### src/rtl/cp0_exc_unit.sv
// CP0 exception/interrupt responder at the M stage: merges exception sources,
// raises a single flush/redirect request and holds SR, Cause and EPC.
module cp0_exc_unit #(
  parameter logic [31:0] PRID       = 32'h2023_0707,
  parameter logic [31:0] HANDLER_PC = 32'h0000_4180
) (
  input  logic        clk,
  input  logic        reset,
  input  logic        cp0_we,
  input  logic [4:0]  cp0_addr,
  input  logic [31:0] cp0_wdata,
  input  logic [31:0] vpc,
  input  logic        bd_in,
  input  logic [4:0]  exc_code_in,
  input  logic        exc_ariov,
  input  logic        exc_dmov,
  input  logic        is_store,
  input  logic [5:0]  hw_int,
  input  logic        exl_clr,
  output logic [31:0] cp0_rdata,
  output logic [31:0] epc_out,
  output logic        req,
  output logic [31:0] handler_pc
);

  localparam logic [4:0] AddrSr    = 5'd12;
  localparam logic [4:0] AddrCause = 5'd13;
  localparam logic [4:0] AddrEpc   = 5'd14;
  localparam logic [4:0] AddrPrid  = 5'd15;

  localparam logic [4:0] ExcOv   = 5'd12;
  localparam logic [4:0] ExcAdes = 5'd5;
  localparam logic [4:0] ExcAdel = 5'd4;

  // SR fields
  logic [5:0]  im_q, im_d;
  logic        exl_q, exl_d;
  logic        ie_q, ie_d;
  // Cause fields
  logic        bd_q, bd_d;
  logic [5:0]  ip_q, ip_d;
  logic [4:0]  exc_code_q, exc_code_d;
  // EPC
  logic [31:0] epc_q, epc_d;

  logic [4:0]  code;
  logic        int_req;
  logic        exc_req;
  logic [31:0] sr_word;
  logic [31:0] cause_word;

  // Merge exception sources; earlier stages take precedence over M-stage flags.
  always_comb begin
    if (exc_code_in != 5'd0) begin
      code = exc_code_in;
    end else if (exc_ariov) begin
      code = ExcOv;
    end else if (exc_dmov && is_store) begin
      code = ExcAdes;
    end else if (exc_dmov) begin
      code = ExcAdel;
    end else begin
      code = 5'd0;
    end
  end

  assign int_req    = ie_q & ~exl_q & (|(im_q & hw_int));
  assign exc_req    = (code != 5'd0) & ~exl_q;
  assign req        = int_req | exc_req;
  assign handler_pc = HANDLER_PC;
  assign epc_out    = epc_q;

  assign sr_word    = {16'd0, im_q, 8'd0, exl_q, ie_q};
  assign cause_word = {bd_q, 15'd0, ip_q, 3'd0, exc_code_q, 2'd0};

  // Next-state: a taken request overrides any mtc0 or eret in the same cycle.
  always_comb begin
    im_d       = im_q;
    exl_d      = exl_q;
    ie_d       = ie_q;
    bd_d       = bd_q;
    ip_d       = hw_int;
    exc_code_d = exc_code_q;
    epc_d      = epc_q;
    if (req) begin
      exl_d      = 1'b1;
      exc_code_d = int_req ? 5'd0 : code;
      bd_d       = bd_in;
      epc_d      = bd_in ? (vpc - 32'd4) : vpc;
    end else begin
      if (cp0_we) begin
        if (cp0_addr == AddrSr) begin
          im_d  = cp0_wdata[15:10];
          exl_d = cp0_wdata[1];
          ie_d  = cp0_wdata[0];
        end else if (cp0_addr == AddrEpc) begin
          epc_d = cp0_wdata;
        end
      end
      // eret lands after any same-cycle SR write
      if (exl_clr) begin
        exl_d = 1'b0;
      end
    end
  end

  // Architectural state with asynchronous active-low clear.
  always_ff @(posedge clk or negedge reset) begin
    if (!reset) begin
      im_q       <= 6'd0;
      exl_q      <= 1'b0;
      ie_q       <= 1'b0;
      bd_q       <= 1'b0;
      ip_q       <= 6'd0;
      exc_code_q <= 5'd0;
      epc_q      <= 32'd0;
    end else begin
      im_q       <= im_d;
      exl_q      <= exl_d;
      ie_q       <= ie_d;
      bd_q       <= bd_d;
      ip_q       <= ip_d;
      exc_code_q <= exc_code_d;
      epc_q      <= epc_d;
    end
  end

  // Read mux over current registered state.
  always_comb begin
    cp0_rdata = 32'd0;
    unique case (cp0_addr)
      AddrSr:    cp0_rdata = sr_word;
      AddrCause: cp0_rdata = cause_word;
      AddrEpc:   cp0_rdata = epc_q;
      AddrPrid:  cp0_rdata = PRID;
      default:   cp0_rdata = 32'd0;
    endcase
  end

endmodule
### config.mk
export PLATFORM = sky130hd
export DESIGN_NAME = cp0_exc_unit
export DESIGN_NICKNAME = d
export VERILOG_FILES = /design/src/rtl/cp0_exc_unit.sv
export SDC_FILE = /design/constraint.sdc
export NUM_CORES = 1
export LEC_CHECK = 0
export BUFFER_PORTS_ARGS = -buffer_cell sky130_fd_sc_hd__buf_2
export CORE_MARGIN = 8
export CORE_UTILIZATION = 40
export DETAILED_ROUTE_END_ITERATION = 7
export GPL_TIMING_DRIVEN = 0
export PLACE_DENSITY = 0.72
export SLEW_MARGIN = 30
export SYNTH_ARGS = -nofsm -noshare
export SYNTH_HDL_FRONTEND = slang
export SYNTH_SLANG_ARGS = --single-unit
### constraint.sdc
create_clock -name clk -period 3.5 [get_ports clk]
set_clock_uncertainty 0.1 [all_clocks]
set_input_delay 0.875 -clock clk [delete_from_list [all_inputs] [get_ports clk]]
set_output_delay 0.875 -clock clk [all_outputs]
set_load 0.005 [all_outputs]
Yosys cells after proc, flatten, opt, wreduce, memory -nomap -nowiden. Cells that the tools add are included.

ROM bits: 0. Bits in latches: 0. Bits in writable memories: 0. Memories: 0. Register bits after elaboration: 52. Bits of input ports: 88. Output and inout bits: 97. Word-level logic and storage cells: 46.

Equality and inequality tests: 5. Multiply operators: 0. Div/mod/pow operators: 0. $lt $le $gt $ge: 0. Bitwise logic cells: 7. Multiplexer cells: 15. Reduce and logical (&&, ||, !) cells: 11. Add/sub/neg operators: 1. Shift operators: 0.

Operator list (count): 32-bit 2-to-1 mux (5); 32-bit case mux with 4 select lines (1); 32-bit by 3-bit subtractor with 32-bit output, second input constant (1); 5-bit by 4-bit == test with 1-bit output, second input constant (4); 5-bit 2-to-1 mux (2); 5-bit nonzero test (2); 6-bit AND (1); 3-bit 2-to-1 mux (2); 3-bit AND reduction (2); 3-bit nonzero test (2); 6-bit OR reduction (1); 1-bit 2-to-1 mux (4); 4-bit 2-to-1 mux (1); 2-bit nonzero test (2); 1-bit AND (3); 2-bit inequality test, second input constant (1); 1-bit NOT (2); 2-bit AND reduction (1); 1-bit logical AND (1); 1-bit bitwise OR (1).

Depth between registers and ports, before layout.
Word-level depth: 9. Mapped depth: 7. Depth with buffers taken out: 6.

Least setup slack after synthesis. No wires, ideal clock.

Path type: in2out. From: input exc_code_in[0]. To: output req. Arrival time: 2.221 ns. Path slack: 0.304 ns. Required time: 2.525 ns. Path buffers: 1. Stages: 5. Path through: or4_4 o41a_4 nor2_4 inv_2 buf_2.

Longest elaborated chain between the ends: 5.

RTL lines: start: declaration (RTL line 14) `input logic [4:0] exc_code_in,`; 5-bit nonzero test (RTL line 54) `if (exc_code_in != 5'd0) begin`; 5-bit 2-to-1 mux * (RTL line 54); 5-bit nonzero test * (RTL line 68) `assign exc_req = (code != 5'd0) & ~exl_q;`; 1-bit AND * (RTL line 68); 1-bit bitwise OR * (RTL line 69) `assign req = int_req | exc_req;`; end: declaration (RTL line 22) `output logic req,`.

Every way passes the cells marked *; elsewhere a longest branch is shown, timed or not.

Final worst setup path. Ends and elaborated chain as after synthesis.

==> summary.md <==
| Metric | Value |
|---|---|
| Count of flip-flops with a built-in enable after synthesis | 0 |
| Number of standard cells in the layout, taps in and fillers out | 694 |
| Dominant synthesized flop cell | sky130_fd_sc_hd__dfrtp_1 |
| Peak ir drop on the vdd network | 0.237 mV |
| Crit-path cells | buf_2 -> or4_4 -> o41a_4 -> nor2_4 -> inv_2 -> buf_2 |
| Crit path capture type | output pin |
| Max clock buf depth | 2 |
| Antenna-violating nets left | 0 |
| Routing usage on met1 | 25.3% |
| Die area | 12500 um^2 |
| CTS tree | yes |
| Initial antenna violation count | 1 |
| Die Ht | 112 um |
| Final slew viol count | 0 |
| Post-synthesis instance area | 3660 um^2 |
| Count of endpoints failing hold in the final timing report | 0 |
| Result of the run | finished clean |
| Number of clock sinks | 52 |
| Detailed router's first-iteration violation count | 184 |
| Worst min path class | reg2reg |
| Clk root buf | sky130_fd_sc_hd__clkbuf_8 |
| Mapped Cells | 394 |
| Final period demand of the worst path | 3370 ps |
| Via-per-instance ratio | 5.52 |
| Clock input transition at the sequential cells of the worst setup and hold paths | 100 ps |
| N_diodes | 0 |
| Post-synthesis sequential area ratio | 35.6% |
| Critical-path maximum fanout | 17 |
| Cell family with the largest share of critical-path delay | simple AND/OR/NAND/NOR gates |
| Average wire per standard cell | 19.0 um |
| Met2 Resource Use GR | 35.3% |
| Highest attainable clock frequency | 297 MHz |
| Critical path start-end classification | in2out |
| Instance area after placement | 4670 um^2 |
| Pwr Density | 531 nW/um^2 |
| Crit path buffers/inverters | 3 |
| Cells after DPL | 687 |
| Ports placed on the boundary | 185 |
| Launch instance of the worst min-delay path | exc_code_q[2] |
| Die X | 112 um |
| Number of buffers added to fix hold violations after cts | 0 |
| Total CTS buffers | 5 |
| Total core area | 9060 um^2 |
| Syn Area/Cell | 9.29 um^2 |
| Critical register-to-register path startpoint | im_q[3] |
| Via count of the first global-routing pass | 3989 |
| Total number of H-tree levels | 2 |
| Initial cell density of the core | 40.4% |
| Residual DRC count | 0 |
| Standby leakage power | 2.45 nW |
| Crit path arrival time | 2400 ps |
| Total number of vias | 3828 |
| Kind of start point of the critical path | primary input |
| Delay of the slowest cell on the worst path | 540 ps |
| Critical Path Start | exc_code_in[0] |
| Fraction of the cycle the final worst path needs | 96.3% |
| Final setup violation count | 0 |
| Later-pin clock latency in the skew report | 310 ps |
| Placed wire-length estimate after detailed placement | 10700 um |
| Cell with the biggest individual delay on the critical path | sky130_fd_sc_hd__or4_4 |
| Met3 layer usage reported by global route | 5.36% |
| Final net count | 671 |
| Max-capacitance violation count | 0 |
| Sum Neg Setup Slack | 0 ps |
| Netlist cell types | 53 |
| Req. time, crit path | 2520 ps |
| IO Port Bufs | 152 |
| Final WL | 13200 um |
| Pin count of the biggest net entering global routing | 53 |
| 1st-pass router iterations | 5 |
| Global-route congestion overflow total | 0 |
| Syn. warnings | 0 |
| Global Route Usage Sum | 20.8% |
| Cell type with the highest occurrence count on the critical path | sky130_fd_sc_hd__buf_2 |
| Measured slew at the worst slew-check pin | 677 ps |
| Number of core rows | 35 |
| Rel. slew slack | 54.9% |
| Layer with the highest usage | met2 |
| Wire length of the first global-routing pass | 21000 um |
| Final Instance Area | 4770 um^2 |
| Share of async-settable or async-resettable flops after synthesis | 100% |
| Synthesis-stage register bit count | 52 |
| Layout cells sized above 1 | 38.9% |
| Final RePlAce weighted congestion | 0.903 |
| Unrepaired setup endpoints after global routing | no |
| Layout area overhead | 30.3% |
-- cells in the final DEF, fill, tap and decap left out, types with 3 or more instances in the layout --
master                      Yosys  routed
sky130_fd_sc_hd__buf_2          5     155
sky130_fd_sc_hd__dfrtp_1       52      52
sky130_fd_sc_hd__nor2_1        38      38
sky130_fd_sc_hd__buf_4         33      35
sky130_fd_sc_hd__conb_1         2      32
sky130_fd_sc_hd__mux2i_1       28      28
sky130_fd_sc_hd__and3_1        27      27
sky130_fd_sc_hd__nand2_1       16      16
sky130_fd_sc_hd__mux2_2        16      16
sky130_fd_sc_hd__a2111oi_0     15      15
sky130_fd_sc_hd__a31oi_1       15      15
sky130_fd_sc_hd__o21ai_0       14      14
sky130_fd_sc_hd__clkbuf_1      15      12
sky130_fd_sc_hd__a21oi_1       10      10
sky130_fd_sc_hd__o31ai_1       10      10
sky130_fd_sc_hd__or3_1         10      10
sky130_fd_sc_hd__or4_1         10      10
sky130_fd_sc_hd__xor2_1         9       9
sky130_fd_sc_hd__inv_1          6       6
sky130_fd_sc_hd__a22oi_1        5       5
sky130_fd_sc_hd__a22o_1         5       5
sky130_fd_sc_hd__nand4_1        5       5
sky130_fd_sc_hd__clkbuf_8       0       5
sky130_fd_sc_hd__nand3_1        4       4
sky130_fd_sc_hd__nor4_1         3       3
sky130_fd_sc_hd__nand4b_1       3       3
-- layout make-up --
cell class | instances | area [um^2]
Clock inverter | 3 | 25.0
Buffer | 54 | 342
Clock buffer | 5 | 68.8
Inverter | 7 | 26.3
Multi-Input combinational cell | 309 | 2100
Tap cell | 111 | 139
Timing Repair Buffer | 153 | 771
Sequential cell | 52 | 1300
Fill cell | 885 | 4300
-- cells in the mapped netlist (2+ instances only) --
master                       n  area share [%]
sky130_fd_sc_hd__dfrtp_1    52              36
sky130_fd_sc_hd__nor2_1     38             3.9
sky130_fd_sc_hd__buf_4      33             6.8
sky130_fd_sc_hd__mux2i_1    28             7.7
sky130_fd_sc_hd__and3_1     27             4.6
sky130_fd_sc_hd__mux2_2     16             4.9
sky130_fd_sc_hd__nand2_1    16             1.6
sky130_fd_sc_hd__a2111oi_0  15             3.6
sky130_fd_sc_hd__a31oi_1    15             2.6
sky130_fd_sc_hd__clkbuf_1   15             1.5
sky130_fd_sc_hd__o21ai_0    14             1.9
sky130_fd_sc_hd__a21oi_1    10             1.4
sky130_fd_sc_hd__o31ai_1    10             2.1
sky130_fd_sc_hd__or3_1      10             1.7
sky130_fd_sc_hd__or4_1      10             2.1
sky130_fd_sc_hd__xor2_1      9             2.2
sky130_fd_sc_hd__inv_1       6            0.62
sky130_fd_sc_hd__a22o_1      5             1.2
sky130_fd_sc_hd__a22oi_1     5             1.0
sky130_fd_sc_hd__buf_2       5            0.68
sky130_fd_sc_hd__nand4_1     5            0.85
sky130_fd_sc_hd__nand3_1     4            0.55
sky130_fd_sc_hd__nand4b_1    3            0.72
sky130_fd_sc_hd__nor4_1      3            0.51
sky130_fd_sc_hd__a32oi_1     2            0.48
sky130_fd_sc_hd__and3b_1     2            0.48
sky130_fd_sc_hd__buf_1       2            0.21
sky130_fd_sc_hd__conb_1      2            0.21
sky130_fd_sc_hd__nand3b_1    2            0.41
sky130_fd_sc_hd__nor3_1      2            0.27
sky130_fd_sc_hd__o2bb2ai_1   2            0.48
sky130_fd_sc_hd__o32a_1      2            0.55
sky130_fd_sc_hd__o41ai_1     2            0.48
sky130_fd_sc_hd__or4_4       2            0.62
sky130_fd_sc_hd__xnor2_1     2            0.48
-- flip-flops by register name, indices dropped and copies added (netlist names) --
register,flops
exl_q,1
epc_out,32
bd_q,1
im_q,6
ip_q,6
exc_code_q,5
ie_q,1
-- through the flow --
step | total power [mW] | util [%] | hold WS [ps] | setup slack, ps
after floorplan | 1.66 | - | 356 | 304
after CTS | 2.54 | 52.7 | 418 | 13.2
after global placement | 2.14 | 51.5 | 379 | -90.4
final | 2.53 | 52.6 | 415 | 129
after global routing | 2.70 | 52.6 | 434 | 44.5
after detailed placement | 2.17 | 51.6 | 380 | -99.8
-- timing repair --
item	CTS	global route
setup endpoints to repair	2	19
hold endpoints to repair	0	0
setup buffers	1	0
pin swaps	1	0
resized for setup	1	2
-- kinds of logic (layout without fill, tap and decap cells) --
family / count (synthesis) / after routing / share of synthesized area [%]
simple gates: 134 / 134 / 21.2
mux: 44 / 44 / 12.6
xor+xnor: 11 / 11 / 2.63
buf+inv: 63 / 222 / 10.2
compound gates: 87 / 87 / 17.2
flops: 52 / 52 / 35.6
fa+ha+maj: 1 / 1 / 0.342
other cells: 2 / 32 / 0.205
-- final timing paths --
kind | end | slack [ps] | cells after the start
setup / recovery | req | 130 | 6
hold / removal | exc_code_q[2] | 420 | 1
setup reg to reg | im_q[0] | 1140 | 5
hold reg to reg | exc_code_q[2] | 420 | 1
max in group asynchronous | exl_q | 2360 | 1
min in group asynchronous | epc_out[8] | 480 | 1
-- per-layer routing --
metal  vias to the layer above  routed length [um]
li1                       1794                   -
met1                      1811                5430
met2                       198                6430
met3                        23                1060
met4                         2                 256
met5                         -                  12
-- where the power goes --
part | switching (mW) | total, mW | internal, mW
registers | 0.208 | 1.06 | 0.853
clock network | 0.228 | 0.375 | 0.147
logic | 0.554 | 1.10 | 0.543
-- worst register-to-register path, delay by kind of cell (launching register included) --
family          cells  cell delay, ps
flops               1             410
compound gates      2             630
simple gates        1             420
buf+inv             1             310
mux                 1             380
No activity file was read; power rests on OpenSTA's default activity.
